### config.mk
export PLATFORM = sky130hd
export DESIGN_NAME = pulse_status_tx
export DESIGN_NICKNAME = d
export VERILOG_FILES = /design/src/rtl/pulse_status_pkg.sv /design/src/rtl/pulse_status_tx_uart.sv /design/src/rtl/pulse_status_tx.sv
export SDC_FILE = /design/constraint.sdc
export NUM_CORES = 1
export LEC_CHECK = 0
export ABC_CLOCK_PERIOD_IN_PS = 3600
export CAP_MARGIN = 10
export CORE_AREA = 8 8 133 166
export CTS_CLUSTER_DIAMETER = 80
export DETAILED_ROUTE_END_ITERATION = 7
export DIE_AREA = 0 0 141 174
export PLACE_DENSITY = 0.86
export SLEW_MARGIN = 40
export SYNTH_ARGS = -nofsm -noshare
export SYNTH_HDL_FRONTEND = slang
export SYNTH_SLANG_ARGS = --single-unit
### constraint.sdc
create_clock -name clk -period 3.6 [get_ports clk]
set_clock_uncertainty 0.2 [all_clocks]
set_input_delay 0.36 -clock clk [delete_from_list [all_inputs] [get_ports clk]]
set_output_delay 0.36 -clock clk [all_outputs]
set_load 0.01 [all_outputs]
### src/rtl/pulse_status_pkg.sv
// Shared constants, frame-state type and payload byte selector for the pulse status readback link.
// Optional checksum byte is enabled by defining PULSE_STATUS_CHECKSUM_EN.
package pulse_status_pkg;

    localparam logic [7:0] HEADER_BYTE   = 8'hA5;
    localparam int         PAYLOAD_BYTES = 24;
    localparam int         PAYLOAD_BITS  = PAYLOAD_BYTES * 8;

    localparam int FLAG_CP_BIT = 0;
    localparam int FLAG_BL_BIT = 1;

    typedef enum logic [1:0] {
        IDLE,
        SEND,
        FINISH
    } frame_state_t;

    // Index 1 is the first byte after the header, taken from the MSB end of the snapshot.
    function automatic logic [7:0] payload_byte(input logic [PAYLOAD_BITS-1:0] payload,
                                                input logic [4:0]              index);
        logic [7:0] value;
        value = '0;
        if (index != 5'd0 && int'(index) <= PAYLOAD_BYTES) begin
            value = payload[(PAYLOAD_BYTES - int'(index)) * 8 +: 8];
        end
        return value;
    endfunction

endpackage

### src/rtl/pulse_status_tx_uart.sv
// 8N1 byte serializer (module uart_tx_byte): start bit, 8 data bits LSB first, stop bit.
// A new byte may be loaded on the last stop-bit cycle, giving gap-free back-to-back bytes.
module uart_tx_byte #(
    parameter int CLKS_PER_BIT = 104
) (
    input  logic       clk,
    input  logic       resetn,
    input  logic       start,
    input  logic [7:0] data,
    output logic       tx,
    output logic       ready
);

    localparam int CW = (CLKS_PER_BIT > 2) ? $clog2(CLKS_PER_BIT) : 1;

    logic          active;
    logic [CW-1:0] clk_cnt;
    logic [3:0]    bit_idx;
    logic [9:0]    shreg;
    logic          bit_end;
    logic          last_tick;

    assign bit_end   = (clk_cnt == CW'(CLKS_PER_BIT - 1));
    assign last_tick = active && bit_end && (bit_idx == 4'd9);
    assign ready     = !active || last_tick;
    assign tx        = active ? shreg[0] : 1'b1;

    always_ff @(posedge clk or negedge resetn) begin
        if (!resetn) begin
            active  <= 1'b0;
            clk_cnt <= '0;
            bit_idx <= '0;
            shreg   <= '1;
        end else if (start && ready) begin
            active  <= 1'b1;
            clk_cnt <= '0;
            bit_idx <= '0;
            shreg   <= {1'b1, data, 1'b0};
        end else if (active) begin
            if (bit_end) begin
                clk_cnt <= '0;
                if (bit_idx == 4'd9) begin
                    active <= 1'b0;
                end else begin
                    bit_idx <= bit_idx + 4'd1;
                    shreg   <= {1'b1, shreg[9:1]};
                end
            end else begin
                clk_cnt <= clk_cnt + CW'(1);
            end
        end
    end

endmodule

### src/rtl/pulse_status_tx.sv
// Pulse-sequence status readback: snapshots the parameter set on req and sends it as one UART frame.
// Define PULSE_STATUS_CHECKSUM_EN to append a mod-256 payload checksum byte.
module pulse_status_tx #(
    parameter int CLK_HZ = 12000000,
    parameter int BAUD   = 115200
) (
    input  logic        clk,
    input  logic        resetn,
    input  logic        req,
    input  logic [31:0] per,
    input  logic [15:0] p1wid,
    input  logic [15:0] del,
    input  logic [15:0] p2wid,
    input  logic [15:0] p1wid2,
    input  logic [15:0] del2,
    input  logic [15:0] p2wid2,
    input  logic [15:0] p1st2,
    input  logic [15:0] nut_d,
    input  logic [7:0]  nut_w,
    input  logic [6:0]  pr_att,
    input  logic [7:0]  p_bl,
    input  logic        cp,
    input  logic        bl,
    output logic        tx,
    output logic        busy,
    output logic        done
);
    import pulse_status_pkg::*;

    localparam int CLKS_PER_BIT = CLK_HZ / BAUD;
`ifdef PULSE_STATUS_CHECKSUM_EN
    localparam int FRAME_BYTES = PAYLOAD_BYTES + 2;
`else
    localparam int FRAME_BYTES = PAYLOAD_BYTES + 1;
`endif
    localparam logic [4:0] LAST_INDEX = 5'(FRAME_BYTES - 1);

    frame_state_t            state;
    frame_state_t            state_next;
    logic [PAYLOAD_BITS-1:0] snapshot;
    logic [4:0]              index;
    logic [7:0]              flags;
    logic [7:0]              next_byte;
    logic                    accept;
    logic                    advance;
    logic                    ser_start;
    logic                    ser_ready;
    logic [7:0]              ser_data;

    // The done cycle also accepts, so a held req restarts with a single idle cycle.
    assign accept  = (state == IDLE || state == FINISH) && req;
    assign advance = (state == SEND) && ser_ready && (index != LAST_INDEX);

    always_comb begin
        flags              = '0;
        flags[FLAG_CP_BIT] = cp;
        flags[FLAG_BL_BIT] = bl;
    end

`ifdef PULSE_STATUS_CHECKSUM_EN
    logic [7:0] checksum;

    assign next_byte = (index == 5'(PAYLOAD_BYTES)) ? checksum
                                                    : payload_byte(snapshot, index + 5'd1);

    always_ff @(posedge clk or negedge resetn) begin
        if (!resetn) begin
            checksum <= '0;
        end else if (accept) begin
            checksum <= '0;
        end else if (advance && index < 5'(PAYLOAD_BYTES)) begin
            checksum <= checksum + next_byte;
        end
    end
`else
    assign next_byte = payload_byte(snapshot, index + 5'd1);
`endif

    always_ff @(posedge clk or negedge resetn) begin
        if (!resetn) begin
            snapshot <= '0;
            index    <= '0;
        end else if (accept) begin
            snapshot <= {per, p1wid, del, p2wid, p1wid2, del2, p2wid2, p1st2, nut_d,
                         nut_w, 1'b0, pr_att, p_bl, flags};
            index    <= '0;
        end else if (advance) begin
            index <= index + 5'd1;
        end
    end

    always_ff @(posedge clk or negedge resetn) begin
        if (!resetn) begin
            state <= IDLE;
        end else begin
            state <= state_next;
        end
    end

    always_comb begin
        state_next = state;
        case (state)
            IDLE:    if (req) state_next = SEND;
            SEND:    if (ser_ready && index == LAST_INDEX) state_next = FINISH;
            FINISH:  state_next = req ? SEND : IDLE;
            default: state_next = IDLE;
        endcase
    end

    always_comb begin
        busy      = (state == SEND);
        done      = (state == FINISH);
        ser_start = accept || advance;
        ser_data  = accept ? HEADER_BYTE : next_byte;
    end

    uart_tx_byte #(
        .CLKS_PER_BIT(CLKS_PER_BIT)
    ) u_uart_tx_byte (
        .clk   (clk),
        .resetn(resetn),
        .start (ser_start),
        .data  (ser_data),
        .tx    (tx),
        .ready (ser_ready)
    );

endmodule
### Word-level counts from Yosys, hierarchy flattened

Cells that the tools add are included.

* bits in registers: 214
* input bits: 188
* output and inout port bits: 3
* logic and storage cells: 65

* add/subtract/negate cells: 4
* order comparisons: 1
* equality and inequality tests: 9
* shift operators: 1
* multiplexer cells: 24
* reduce and logical (&&, ||, !) cells: 19

Operators by type and width (number)
* $shiftx 192x9->8: 1
* $mux 10: 4
* $mux 7: 3
* $mux 4: 4
* $mux 8: 2
* $mux 5: 2
* $logic_and 1x1->1: 8
* $add 7x1->7 const B: 1
* $eq 7x7->1 const B: 1
* $mux 1: 6
* $pmux 2 s3: 1
* $reduce_bool 2->1: 3
* $sub 5x5->6 const A: 1
* $add 5x1->5 const B: 1
* $eq 5x5->1 const B: 1
* $le 5x5->1 const B: 1
* $ne 5x5->1 const B: 1
* $reduce_bool 5->1: 1
* $add 4x1->4 const B: 1
* $eq 4x4->1 const B: 1
* $mux 2: 2
* $ne 2x1->1 const B: 2
* $logic_or 1x1->1: 3
* $reduce_and 3->1: 1
* other kinds (6): 6

### Depth between registers and ports, before layout

Gate-level depths: netlist (run 1).

* depth in word-level cells: 10
* gate-level depth with buffers: 13
* depth with buffers taken out: 8

### Modules after synthesis

From an unflattened synthesis (run 1), not the netlist that was laid out.

* cell total of the unflattened synthesis: 1160
* area, all modules: 10659.0 µm²

By module, submodules not included
* pulse_status_tx: instances 1, cells an instance 1004, area each 9253.9 µm², sequential area each 4804.6 µm²
* uart_tx_byte: instances 1, cells an instance 156, area each 1405.1 µm², sequential area each 536.8 µm²

### Least setup slack after synthesis (run 1)

OpenSTA, ideal clock, no wires.

* kind: reg-to-reg
* start: register index[0]
* end: register u_uart_tx_byte.shreg[4]
* library setup time: 0.078 ns
* arrival time: 2.829 ns
* data required time: 3.322 ns
* setup slack: 0.493 ns
* cell stages (with the launch flop): 13
* buffers on the path: 6
* period minus slack after synthesis: 3.107 ns
* cell sequence: dfrtp_1 buf_2 inv_1 clkbuf_1 ha_1 buf_4 buf_4 buf_6 buf_2 mux4_2 o21ai_0 nand2_1 a31o_1

* longest elaborated chain between the ends: 6
* elaborated cells between the ends (all ways): 17
* classes of those cells: add/sub (2); order compare (1); eq/ne (2); shift (1); mux (3); reduce/logical (8)

Ends and longest elaborated chain
* start: declaration: line pulse_status_tx.sv:41 `logic [4:0] index;`
* start signal: assignment: line pulse_status_tx.sv:88 `index <= index + 5'd1;`
* $add 5x1->5 or $ne 5x5->1 (tied branches): line pulse_status_tx.sv:76, pulse_status_tx.sv:52
* $sub 5x5->6, or another cell as far along: line pulse_status_pkg.sv:24 `value = payload[(PAYLOAD_BYTES - int'(index)) * 8 +: 8];`
* $shiftx 192x9->8, or another cell as far along: line pulse_status_pkg.sv:24
* $mux 8 or $logic_and 1x1->1 (tied branches): line pulse_status_pkg.sv:23, pulse_status_tx_uart.sv:34
* $mux 8, or another cell as far along: line pulse_status_tx.sv:114 `ser_data = accept ? HEADER_BYTE : next_byte;`
* $mux 10 or $reduce_and 3->1 (tied branches)
* end signal: assignment: line pulse_status_tx_uart.sv:38 `shreg <= {1'b1, data, 1'b0};`
* end signal: assignment: line pulse_status_tx_uart.sv:46 `shreg <= {1'b1, shreg[9:1]};`
* end: declaration: line pulse_status_tx_uart.sv:19 `logic [9:0] shreg;`

Several ways; a longest one is shown, not always the timed one.
A chain may end at the register's enable or synchronous reset.

### Worst setup path in the final report (run 1)

* start: register index[1]
* end: register u_uart_tx_byte.shreg[7]

The elaborated chain is that of the path after synthesis.

==> results of run 1 <==
## flip-flops by register name (all words and copies together), names as in the netlist
name	flops
snapshot	185
u_uart_tx_byte.shreg	9
u_uart_tx_byte.clk_cnt	7
index	5
u_uart_tx_byte.bit_idx	4
state	2
u_uart_tx_byte.active	1
## cells in the mapped netlist, types with 4 or more instances
| cell type | instances |
|---|---|
| sky130_fd_sc_hd__nand2_1 | 592 |
| sky130_fd_sc_hd__dfrtp_1 | 204 |
| sky130_fd_sc_hd__clkbuf_1 | 43 |
| sky130_fd_sc_hd__mux4_2 | 43 |
| sky130_fd_sc_hd__o21ai_0 | 32 |
| sky130_fd_sc_hd__mux2i_1 | 19 |
| sky130_fd_sc_hd__nor2_1 | 17 |
| sky130_fd_sc_hd__buf_2 | 16 |
| sky130_fd_sc_hd__nand3_1 | 11 |
| sky130_fd_sc_hd__dfstp_2 | 9 |
| sky130_fd_sc_hd__buf_1 | 8 |
| sky130_fd_sc_hd__inv_1 | 8 |
| sky130_fd_sc_hd__nor2b_1 | 8 |
| sky130_fd_sc_hd__nand2b_1 | 7 |
| sky130_fd_sc_hd__a21oi_1 | 5 |
| sky130_fd_sc_hd__a22o_1 | 5 |
| sky130_fd_sc_hd__a31o_1 | 5 |
| sky130_fd_sc_hd__a31oi_1 | 5 |
| sky130_fd_sc_hd__ha_1 | 5 |
| sky130_fd_sc_hd__a311oi_1 | 4 |
| sky130_fd_sc_hd__o211ai_1 | 4 |
## placed cells by master, fill, tap and decap left out, types with 3 or more instances in the layout
cell type and n:
sky130_fd_sc_hd__nand2_1 592, sky130_fd_sc_hd__a21oi_1 5, sky130_fd_sc_hd__a311oi_1 4, sky130_fd_sc_hd__clkinv_2 4
sky130_fd_sc_hd__clkbuf_8 4, sky130_fd_sc_hd__nand4_1 3, sky130_fd_sc_hd__dfstp_2 9, sky130_fd_sc_hd__inv_1 8
sky130_fd_sc_hd__xor2_1 3, sky130_fd_sc_hd__nor2b_1 7, sky130_fd_sc_hd__o211ai_1 4, sky130_fd_sc_hd__a31o_1 5
sky130_fd_sc_hd__or4b_1 3, sky130_fd_sc_hd__clkdlybuf4s50_1 189, sky130_fd_sc_hd__dfrtp_1 202, sky130_fd_sc_hd__mux4_2 43
sky130_fd_sc_hd__buf_4 10, sky130_fd_sc_hd__buf_12 4, sky130_fd_sc_hd__o21ai_0 32, sky130_fd_sc_hd__a31oi_1 5
sky130_fd_sc_hd__clkinvlp_4 3, sky130_fd_sc_hd__mux2i_1 19, sky130_fd_sc_hd__nand3_1 11, sky130_fd_sc_hd__nand2b_1 6
sky130_fd_sc_hd__nor2_1 17, sky130_fd_sc_hd__a22o_1 5, sky130_fd_sc_hd__clkbuf_16 21, sky130_fd_sc_hd__ha_1 4
## kinds of logic (layout without fill, tap and decap cells)
logic type               after synthesis  in the layout
AO/OA/AOI/OAI                         78             78
AND/OR/NAND/NOR                      657            657
XOR/XNOR                               4              4
multiplexers                          64             64
other                                  0              2
buffers and inverters                 78            249
flip-flops                           213            213
adder cells (fa/ha/maj)                5              5
## through the flow
step           worst slack [ns]  utilization [%]
2_1_floorplan            0.4933                -
3_3_place_gp             0.4804            62.14
3_5_place_dp             0.3748            62.14
4_1_cts                  0.3432            65.59
5_1_grt                 0.07581            65.61
6_report                 0.3468            65.63
## critical path, stage by stage (launching register included)
cell and delay, ns:
sky130_fd_sc_hd__dfrtp_1 0.52, sky130_fd_sc_hd__inv_1 0.12, sky130_fd_sc_hd__ha_4 0.46, sky130_fd_sc_hd__nor2b_1 0.23, sky130_fd_sc_hd__o41ai_1 0.10, sky130_fd_sc_hd__nand4bb_1 0.62
sky130_fd_sc_hd__mux2_1 0.52, sky130_fd_sc_hd__or3_1 0.32, sky130_fd_sc_hd__nand3_1 0.10
## power breakdown
part | internal [mW] | switching, mW | total (mW)
sequential | 2.62 | 0.160 | 2.78
clock | 1.23 | 0.915 | 2.14
combinational | 0.471 | 0.375 | 0.846
total | 4.32 | 1.45 | 5.77
## worst paths after layout
path | end
worst max-delay path | u_uart_tx_byte.shreg[7]$_DFFE_PN1P_
worst min-delay path | snapshot[174]$_DFFE_PN0P_
worst max register to register | u_uart_tx_byte.shreg[7]$_DFFE_PN1P_
worst min register to register | snapshot[72]$_DFFE_PN0P_
max in group asynchronous | u_uart_tx_byte.shreg[0]$_DFFE_PN1P_
min in group asynchronous | snapshot[32]$_DFFE_PN0P_
## repair_timing
item,in CTS,in global routing
hold buffers,1,0
endpoints found under the hold margin,86,0
setup buffers,0,0
## layout make-up
cell class | count | area [µm²]
fill | 1502 | 6760
antenna | 2 | 5.005
multi-input combinational | 808 | 4448
sequential | 213 | 5344
inverter | 8 | 30.03
clock inverter | 9 | 81.33
clock buffer | 27 | 588.1
timing repair buffer | 205 | 2072
tap | 270 | 337.8
## layer usage
metal | part of all wire, % | track usage [%]
met5 | 0 | 0
met4 | 5.3 | 12.79
met3 | 5.6 | 3.843
met2 | 51 | 37.35
met1 | 38 | 26.90
==> results.md, run 1 <==
- Along the worst path, the maximum fanout reaches 18.
- In this run the critical register-to-register path is launched from index[1]$_DFFE_PN0N_.
- Summing the areas of all xor and xnor instances in the mapped netlist gives 0.3472% of the synthesized area.
- The worst relative slew slack is 43.47%.
- In the final design database the tool counted 1450 nets.
- The async set-reset flop share out of synthesis is 100.0%.
- The post-route DRC violation count is 0.
- The final weighted congestion in routability-driven placement is 0.9162.
- Summing the areas of all fa, ha and maj instances in the mapped netlist gives 0.6200% of the synthesized area.
- The net count after synthesis is 1292.
- The simple logic cell fraction of the synthesized area is 25.99%.
- Clock latency on the worst-skew pair, taken at its later pin, is 0.49 ns.
- STA classifies the critical path endpoint as a flop.
- Summing every instance area after synthesis gives 0.01009 mm².
- The iteration-0 DRC count of the detailed router is 768.
- The number of failing hold endpoints at the final stage is 0.
- Setup violations remaining at the end of the flow were counted as 0.
- Data on the critical path is required at its endpoint by 3.83 ns.
- The starting density of the core is 51.30%.
- The total routing usage reported by global routing is 22.38%.
- Counting tap cells, the placed design contains a total of 1503 instances.
- Setup repair after global routing left no endpoint under its margin.
- The largest family of logic cells by synthesized area is simple AND/OR/NAND/NOR gates.
- The I/O pin count is 191.
- The critical setup path kind is flop to flop.
- The number of antenna violations at the first check in global routing is 1.
- The overall power is 5.770 mW.
- In this run, post-CTS repair resized a total of 0 instances.
- The routed via count divided by cell count is 5.403.
- Yosys printed 0 warnings.
- The first-pass iteration count of the detailed router is 5.
- At the worst endpoint, the arrival time is 3.48 ns.
- Tracing the worst setup path back leads to its startpoint at index[1]$_DFFE_PN0N_.
- The number of cell instances on the worst register-to-register path is 8.
- The core region is 0.01967 mm².
- The count of cell types in the netlist is 53.
- The path class of the tightest hold or removal check is primary input to flop.
- The minimum hold slack is 0.1922 ns.
- Summing all non-filler instances in the final layout gives an area of 0.01291 mm².
- IR analysis of the VDD net gives a maximum drop of 0.0003095 V.
- After clock tree synthesis, the clock-pin slew on the worst setup and hold paths is 0.06 ns.
- The total CTS buffers is 21.
- The detailed-route via count is 8331.
- The clock tree from TritonCTS is yes.
- The cell chosen for the clock root is sky130_fd_sc_hd__clkbuf_16.
- The post-layout minimum cycle time is 3.253 ns.
- After synthesis, the share of cell area in mux cells is 11.71%.
- Dividing the detail-routed wire length by the instance count gives 17.64 µm.
- Of the cells placed in the final design, the portion with a size suffix greater than 1 is 8.661%.
- The die covers 0.02453 mm².
- The leakage power of the design is 6.243 nW.
- The first-pass GRT wire length is 44100 µm.
- The highest attainable clock frequency is 0.3074 GHz.
- The flop-to-flop setup slack is 0.35 ns.
- For this block, the routed nets add up to 27200 µm of wire.
- The run finished with clean final reports.
- The biggest area contributor in the post-synthesis netlist is sky130_fd_sc_hd__dfrtp_1.
- The number of sinks handled by clock tree synthesis is 213.
- The synthesized design contains 0 enable-type register cells.
- After global routing the overflow that remains totals 0.
- Summing all placed instances gives a cell area of 0.01222 mm².
- The H-tree level count is 1.
- In this run the core area contains 58 standard-cell rows.
- The pin count of the biggest net entering global routing is 186.
- Summing the sequential cell areas from Yosys gives 52.94% of the chip area.
- The power per standard cell area is 447.1 mW/mm².
- In this run the most critical hold path is launched from per[14].
- The number of max-slew violations in the final report is 0.
- By area the synthesized netlist is led by sky130_fd_sc_hd__dfrtp_1 (51%), sky130_fd_sc_hd__nand2_1 (22%), sky130_fd_sc_hd__mux4_2 (9.6%), sky130_fd_sc_hd__dfstp_2 (2.3%), sky130_fd_sc_hd__mux2i_1 (1.9%).
- Across the run, the number of max-cap violations was 0.
- The estimated wirelength of the detail-placed design is 19600 µm.
- The via count of the first global-routing pass was 8691.
- In this run, synthesis produced a sequential element count of 213.
- The post-route non-filler standard cell count is 1542.
- The setup total negative slack is 0 ns.
- The type of origin of the critical path is a flop.
- The worst-margin pin slew is 0.8480 ns.
- Once detail routing completed, the nets flagged for antenna violations numbered 0.
- The cell count after synthesis came out at 1099.
- The instance count along the most critical hold path is 3.
- In this run the horizontal extent of the chip is 141 µm.
- After synthesis, the mean cell area works out to 9.181 µm².
- In this run the deepest clock path goes through 3 buffers.
- The most frequently used flop master after synthesis is sky130_fd_sc_hd__dfrtp_1.
- The share of the clock period used by the worst path is 90.37%.
- In this run the vertical extent of the chip is 174 µm.
- The synthesized netlist devotes 5.146% of its cell area to compound gates.
- The share of synthesized area in the top cell type comes to 50.60%.
- The synthesis-to-layout area growth is 27.91%.
- The count of buffers added on input and output ports is 190.
No activity file was read; power rests on OpenSTA's default activity.
==> run 2: changes to the inputs <==
- ABC_CLOCK_PERIOD_IN_PS: 3600 -> 3100
- CORE_AREA: 8 8 133 166 -> 8 8 136 170
- DIE_AREA: 0 0 141 174 -> 0 0 144 178
- SYNTH_HIERARCHICAL: unset -> 1
- clock period: 3.6 -> 3.1 ns (I/O delays scaled with it)
==> run 2 against run 1 <==
  * Routed wire length up 12%
  * Via count up 9.0%
  * Largest cell class unchanged
  * Global-route usage up 1.6 points
  * Combinational power down 1%
  * Area after synthesis up 5.6%
  * Non-clock buffer count up 19
  * Hold slack worse by 0.072 ns
  * Largest power group unchanged
  * Sequential cell count unchanged
  * Utilization up 1.2 points
==> results.md, run 2 <==
- The run finished with clean final reports.
- The overall power was 6.597 mW (+14%).
- Setup repair after global routing left no endpoint under its margin.
- The number of max-slew violations in the final report came to 0 (unchanged).
- The worst setup slack after layout is 0.1459 ns (-0.2009 ns).
- The power per standard cell area is 482.6 mW/mm² (+7.9%).
- The synthesized cell area is 0.01066 mm² (+5.6%).
- The number of flip-flops under the largest register name is 185 (unchanged).
- The total CTS buffers is 22 (+4.8%).
- The worst-margin pin slew is 0.7105 ns (-0.1375 ns).
- The critical path endpoint is u_uart_tx_byte/shreg[1]$_DFFE_PN1P_.
- The instance count of the mapped netlist is 1160 (+5.6%).
- The switching power is 1.568 mW (+8.2%).
- The cell total after placement is 1576 (+4.9%).
- The worst setup path is captured at a flop.
- The clock-pin slew reported for the worst setup and hold paths after clock tree synthesis is 0.06 ns (about the same).
- By count the netlist is led by sky130_fd_sc_hd__nand2_1 (577), sky130_fd_sc_hd__dfrtp_1 (204), sky130_fd_sc_hd__clkbuf_1 (50).
- The detailed-route via count came to 9080 (+9.0%).
- The I/O pin count is 191 (unchanged).
- The estimated wirelength of the detail-placed design is 21320 µm (+8.8%).
- The count of cell types in the netlist is 67 (+26%).
- The start point of the critical path is index[0]$_DFFE_PN0P_.
- The count of yosys warnings during synthesis was 6 (+6).
- The library cells used most frequently in the layout, excluding fill and tap cells, are sky130_fd_sc_hd__nand2_1 (577), sky130_fd_sc_hd__dfrtp_1 (201), sky130_fd_sc_hd__clkdlybuf4s50_1 (189), sky130_fd_sc_hd__mux4_2 (36), sky130_fd_sc_hd__a21oi_1 (25).
- The path class of the tightest hold or removal check is primary input to async pin.
- The cell internal power dissipation is 5.028 mW (+16%).
- The max capacitance violation total was 0 (unchanged).
- The signal on the critical path passes through inv_2, ha_4, or3_1, o21a_1, o211ai_4, mux2i_1, mux2i_1, a211o_1, mux2i_1, a21oi_1, a211o_1.
- The total non-filler cell area in the finished layout is 0.01367 mm² (+5.9%).
- The number of failing hold endpoints at the final stage is 0 (unchanged).
- The critical setup path kind is flop to flop.
- The highest attainable clock frequency came to 0.3385 GHz (+10%).
- The slowest stage of the critical path is the sky130_fd_sc_hd__dfrtp_4 cell.
- The number of enable flip-flop cells after synthesis is 0 (unchanged).
- The core area was 0.02045 mm² (+4.0%).
- The number of cell instances on the worst register-to-register path is 11 (+3).
- TritonCTS built the clock tree.
- The number of antenna violations at the first check in global routing is 0 (-1).
- The row count was 59 (+1.7%).
- The total of fill cells in the finished design is 1527 (+1.7%).
- The final-report setup violation count is 0 (unchanged).
- The highest net fanout along the worst path is 8 (-10).
- The first-pass GRT wire length was 48170 µm (+9.2%).
- The net count after synthesis is 1353 (+4.7%).
- The post-route DRC violation count was 0 (unchanged).
- The height of the die is 178 µm (+2.3%).
- The async set-reset flop share out of synthesis is 100.0% (unchanged).
- The maximum count of clock buffers along a single path is 3 (unchanged).
- The layer flagged by global routing as most heavily used is met2.
- The required arrival time at the worst endpoint is 3.33 ns (-0.50 ns).
- The die extent in x is 144 µm (+2.1%).
- The flop-to-flop setup slack came to 0.15 ns (-0.20 ns).
- The post-layout minimum cycle time is 2.954 ns (-0.2991 ns).
- The pin count of the biggest net entering global routing is 113 (-39%).
- In this run the critical register-to-register path is launched from index[0]$_DFFE_PN0P_.
- The die outline area is 0.02563 mm² (+4.5%).
- The via count of the first global-routing pass came to 9596 (+10%).
- The iteration-0 DRC count of the detailed router was 696 (-9.4%).
- The area of the multi-input gates is 0.004921 mm² (+11%).
- The worst stage delay on the critical path is 0.51 ns (-0.11 ns).
- By instance count, the cell type seen most on the critical path is sky130_fd_sc_hd__mux2i_1.
- The antenna diode count is 0 (-2).
- The worst relative slew slack is 52.63% (+9.2 points).
- The largest registers in the layout are snapshot: 185 flops, u_uart_tx_byte/shreg: 9 flops, u_uart_tx_byte/clk_cnt: 7 flops.
- The first-pass iteration count of the detailed router is 6 (+1).
- The fraction of final layout cells with drive strength greater than 1 is 10.71% (+2.1 points).
- The total of buffers placed on input and output ports came to 190 (unchanged).
- The number of flip-flops and latches in the synthesized netlist is 213 (unchanged).
- The met1 track demand over resource is 28.19% (+1.3 points).
- The final weighted congestion in routability-driven placement came to 0.8944 (-2.4%).
- The worst-skew pair later-pin latency is 0.51 ns (+0.02 ns).
- The fraction of synthesized cell area taken by the top area cell type is 47.89% (-2.7 points).
- The setup total negative slack was 0 ns (unchanged).
- The routed length per placed instance is 18.81 µm (+6.6%).
- The instance area after placement is 0.01286 mm² (+5.3%).
- The minimum hold slack is 0.1205 ns (-0.07171 ns).
- The proportion of power drawn by combinational gates is 12.7% (-2.0 points).
- The count of nets left with antenna violations after detail routing is 0 (unchanged).
- The share of the core filled with cells in the final layout was 66.84% (+1.2 points).
- The biggest area contributor in the post-synthesis netlist is sky130_fd_sc_hd__dfrtp_1.
- By area the synthesized netlist is led by sky130_fd_sc_hd__dfrtp_1 (48%), sky130_fd_sc_hd__nand2_1 (20%), sky130_fd_sc_hd__mux4_2 (7.6%), sky130_fd_sc_hd__dfstp_2 (2.2%), sky130_fd_sc_hd__mux2i_1 (2.0%).
- The area growth from synthesis to layout is 28.23%.
- The synthesized area per cell is 9.189 µm² (about the same).
- The starting density of the core came to 52.13% (+0.82 points).
- The number of sinks handled by clock tree synthesis is 213 (unchanged).
- The number of nets in the layout came to 1521 (+4.9%).
- The met3 capacity usage during global routing was 3.964% (+0.12 points).
- The cell chosen for the clock root is sky130_fd_sc_hd__clkbuf_16.
- sky130_fd_sc_hd__nand2_1 is the most common cell in the netlist.
- The portion of total power attributed to the clock network was 41.8% (+4.7 points).
- The post-route non-filler standard cell count came to 1618 (+4.9%).
- The sequential cell area is 0.005348 mm² (about the same).
- The routed wire length is 30440 µm (+12%).
- In the synthesized netlist the dominant register cell turns out to be sky130_fd_sc_hd__dfrtp_1.
- The share of total power in sequential cells is 45.5% (-2.7 points).
- The maximum VDD drop is 0.0003906 V (+26%).
- Counting flops per register, the top entry is snapshot.
- The switching fraction of total power is 23.77% (-1.3 points).
- The H-tree level count is 1 (unchanged).
- The share of the clock period used by the worst path is 95.29% (+4.9 points).
- Leaving out fill and tap cells, the most frequent cell in the layout is sky130_fd_sc_hd__nand2_1.
- The endpoint arrival time on the critical path is 3.19 ns (-0.29 ns).
- The total routing usage reported by global routing is 23.94% (+1.6 points).
- The total setup buffers inserted after CTS is 0 (unchanged).
- The final global-route overflow total is 0 (unchanged).
- The met2 capacity usage during global routing came to 40.81% (+3.5 points).
- The post-place setup slack was 0.1321 ns (-0.2426 ns).
- The register area share after synthesis is 50.11% (-2.8 points).
- The routed via count divided by cell count is 5.612 (+3.9%).
- The type of origin of the critical path is a flop.
- The leakage power of the design is 6.605 nW (+5.8%).
- In this run the critical register-to-register path is captured at u_uart_tx_byte/shreg[1]$_DFFE_PN1P_.
[run 2: how the worst min path moves through the flow]
stage	startpoint	cells past startpoint	slack (ns)	end
after floorplan	resetn	0	-0.19	index[0]$_DFFE_PN0P_
after detailed placement	resetn	1	0.26	snapshot[187]$_DFFE_PN0P_
after global placement	snapshot[132]$_DFFE_PN0P_	2	0.25	snapshot[132]$_DFFE_PN0P_
after CTS	del[3]	3	0.12	snapshot[131]$_DFFE_PN0P_
final	resetn	2	0.12	snapshot[167]$_DFFE_PN0P_
after global routing	p2wid2[8]	3	0.13	snapshot[72]$_DFFE_PN0P_
[run 2: what timing repair did]
action | CTS | global route
hold buffers | 1 | 0
endpoints found under the setup margin | 0 | 3
hold endpoints to repair | 87 | 0
resized for setup | 0 | 2
[run 2: kinds of logic (layout without fill, tap and decap cells)]
family,Yosys count,in the layout,share of synthesized area (%)
xor gates and xnor gates,8,8,0.7984
adders and majority gates,5,5,0.5869
and+or+nand+nor,674,674,25.77
DFF,213,213,50.11
buffers and inverters,88,272,3.991
muxes,70,70,11.66
AOI/OAI and AO/OA,102,102,7.090
[run 2: worst max-delay path, delay by kind of cell, from the launching register on]
kind	cells	cell delay (ns)
DFF	1	0.51
AOI/OAI and AO/OA	5	1.03
muxes	3	0.46
and+or+nand+nor	1	0.36
adders and majority gates	1	0.23
buffers and inverters	1	0.10
[run 2: cell type report]
cell class | instances | share of cell area [%]
Clock buffer | 29 | 4.742
Clock inverter | 11 | 0.8147
Multi-Input combinational cell | 859 | 36.00
Inverter | 8 | 0.2197
Timing Repair Buffer | 224 | 16.59
Sequential cell | 213 | 39.12
Tap cell | 274 | 2.508
[run 2: power groups by stage]
stage	registers, mW	clock network (mW)	logic, mW
after floorplan	3.01	0	0.415
after global placement	3.04	0	0.806
after detailed placement	3.05	0	0.825
after CTS	3.00	2.79	0.837
after global routing	3.01	2.89	0.909
final	3.00	2.76	0.837
[run 2: layer usage]
| metal | share of wire, % | vias up | wire, µm |
|---|---|---|---|
| met5 | 0 | - | 0 |
| met4 | 5.5 | 0 | 1679 |
| met3 | 6.1 | 101 | 1863 |
| met2 | 51 | 392 | 15460 |
| met1 | 38 | 4411 | 11440 |
| li1 | - | 4176 | - |
==> RTL change (settings of run 1) <==
Put a register stage on the output `busy`, with the module's reset. The value now appears one clock later. The other outputs are not delayed to match.
--- a/src/rtl/pulse_status_tx.sv
+++ b/src/rtl/pulse_status_tx.sv
@@ -34,6 +34,8 @@
     localparam int FRAME_BYTES = PAYLOAD_BYTES + 1;
 `endif
     localparam logic [4:0] LAST_INDEX = 5'(FRAME_BYTES - 1);
+
+    logic busy_d;
 
     frame_state_t            state;
     frame_state_t            state_next;
@@ -108,7 +110,7 @@
     end
 
     always_comb begin
-        busy      = (state == SEND);
+        busy_d    = (state == SEND);
         done      = (state == FINISH);
         ser_start = accept || advance;
         ser_data  = accept ? HEADER_BYTE : next_byte;
@@ -125,4 +127,12 @@
         .ready (ser_ready)
     );
 
+    always_ff @(posedge clk or negedge resetn) begin
+        if (!resetn) begin
+            busy <= '0;
+        end else begin
+            busy <= busy_d;
+        end
+    end
+
 endmodule
Function: changed (a bounded check fails within 4 cycles, from zero or initial values and one cycle with resetn low).
==> RTL change against run 1 <==
Die area is the same. Sequential cell count grew 1. Final area is 0.76% higher. Critical endpoint is now u_uart_tx_byte.shreg[1]. Synthesized area up 1.4%. Final cell count rose by 2.1%. Utilization increased by 0.50 points. Wire length grew 4.2%. Hold slack got worse by 0.0067 ns. Setup slack better by 0.084 ns. Sequential share of layout area is 0.12 points lower.
Power is not compared: it rests on default switching activity, and its combinational part moved more than twofold at a synthesized area within 25%.
==> RTL change: results (changes against run 1) <==
metric	value	unit	change
run status	completed		
layout cells sized above 1	7.98	%	-0.68 points
vias in the first global route	8994		+3.5%
First DRT Iteration DRCs	686		-11%
synth unique cells	56		+5.7%
RD Place Congestion	0.867		-5.3%
total vias in the final route	8588		+3.1%
Hold/Removal Path Class	in -> reg		
crit-path max cell delay	0.70	ns	+0.08 ns
arrival time worst endpoint	3.38	ns	-0.10 ns
final net count	1482		+2.2%
Worst VDD drop	0.283	mV	
CTS buffer count	21		unchanged
met3 WL	1540	um	+0.26%
Metal-1 WL	10800	um	+3.3%
critical path's slowest cell	and4bb_1		
worst-path maximum fanout	22		+4
Slew @ Worst Pin	0.775	ns	-0.0725 ns
Routed WL per cell	18.0	um	+2.1%
GR Util All Layers	22.9	%	+0.54 points
largest net degree at the start of global routing	106		-43%
post-synthesis sequential area ratio	52.5	%	-0.48 points
DPL Wire Length	20100	um	+2.5%
initial antenna violation count	1		unchanged
Mapped Nets	1327		+2.7%
Leak	6.28	nW	
Met2 Wirelength	14700	um	+6.9%
first-pass GRT wire length	45500	um	+3.1%
synth cell count leaders	nand2_1 (606), dfrtp_1 (205), clkbuf_1 (47), mux4_2 (42), o21ai_0 (28)		
Synth area leaders	dfrtp_1 (50%), nand2_1 (22%), mux4_2 (9.2%)		
RTL change: final cells by class:
type                    instances  area (um2)
inverters                       8        30.0
repair buffers                204        2050
fillers                      1497        6660
diodes                          1        2.50
flip-flops and latches        214        5370
well taps                     270         338
multi-input cells             840        4520
clock buffers                  32         607
clock inverters                 5        81.3
RTL change: worst paths after layout:
path / cells past startpoint / from / end / slack (ns)
min in group asynchronous: 2 / resetn / snapshot[134] / 0.21
max in group asynchronous: 3 / resetn / snapshot[180] / 1.99
worst max register to register: 8 / index[1] / u_uart_tx_byte.shreg[1] / 0.43
worst min register to register: 2 / snapshot[174] / snapshot[174] / 0.27
worst min-delay path: 3 / per[13] / snapshot[173] / 0.19
worst max-delay path: 8 / index[1] / u_uart_tx_byte.shreg[1] / 0.43
RTL change: worst register-to-register path: cells and delay by family, from the launching register on:
kind / cells / cell delay (ns)
buf+inv: 1 / 0.13
fa+ha+maj: 1 / 0.51
compound gates: 3 / 0.57
simple gates: 3 / 1.12
flops: 1 / 0.56
RTL change: cell families after synthesis:
kind of cell / after synthesis / share of synthesized area (%)
flip-flops: 214 / 52.5
AND/OR/NAND/NOR: 685 / 26.7
adder cells (fa/ha/maj): 5 / 0.612
AO/OA/AOI/OAI: 97 / 6.38
XOR/XNOR: 4 / 0.343
buffers and inverters: 80 / 3.61
multiplexers: 49 / 9.93
RTL change: report_power, final:
group | total (W) | leakage (nW) | internal [W] | switching (W)
Combinational | 0.000417 | 3.24 | 0.000262 | 0.000156
Clock | 0.00220 | 0.333 | 0.00131 | 0.000891
Sequential | 0.00258 | 2.71 | 0.00251 | 0.0000648
RTL change: what timing repair did:
| action | 4_1_cts | 5_1_grt |
|---|---|---|
| hold buffers | 1 | 0 |
| endpoints found under the hold margin | 56 | 0 |
| gates resized for setup | 0 | 0 |
RTL change: metrics by stage:
step / hold WS (ns) / area, um2 / util, % / instances / setup WS (ns)
global placement: 0.192 / 12300 / 62.4 / 1534 / 0.623
detailed placement: 0.193 / 12300 / 62.6 / 1535 / 0.483
finish: 0.186 / 13000 / 66.1 / 1574 / 0.431
CTS: 0.173 / 13000 / 66.1 / 1573 / 0.473
global route: 0.184 / 13000 / 66.1 / 1574 / 0.190
floorplan: -0.136 / 10200 / - / 1134 / 0.618
RTL change: routing by layer:
metal	vias to the layer above	track usage, %
li1	4007	-
met1	4162	26.8
met2	340	40.1
met3	79	3.60
met4	0	11.3
met5	-	0
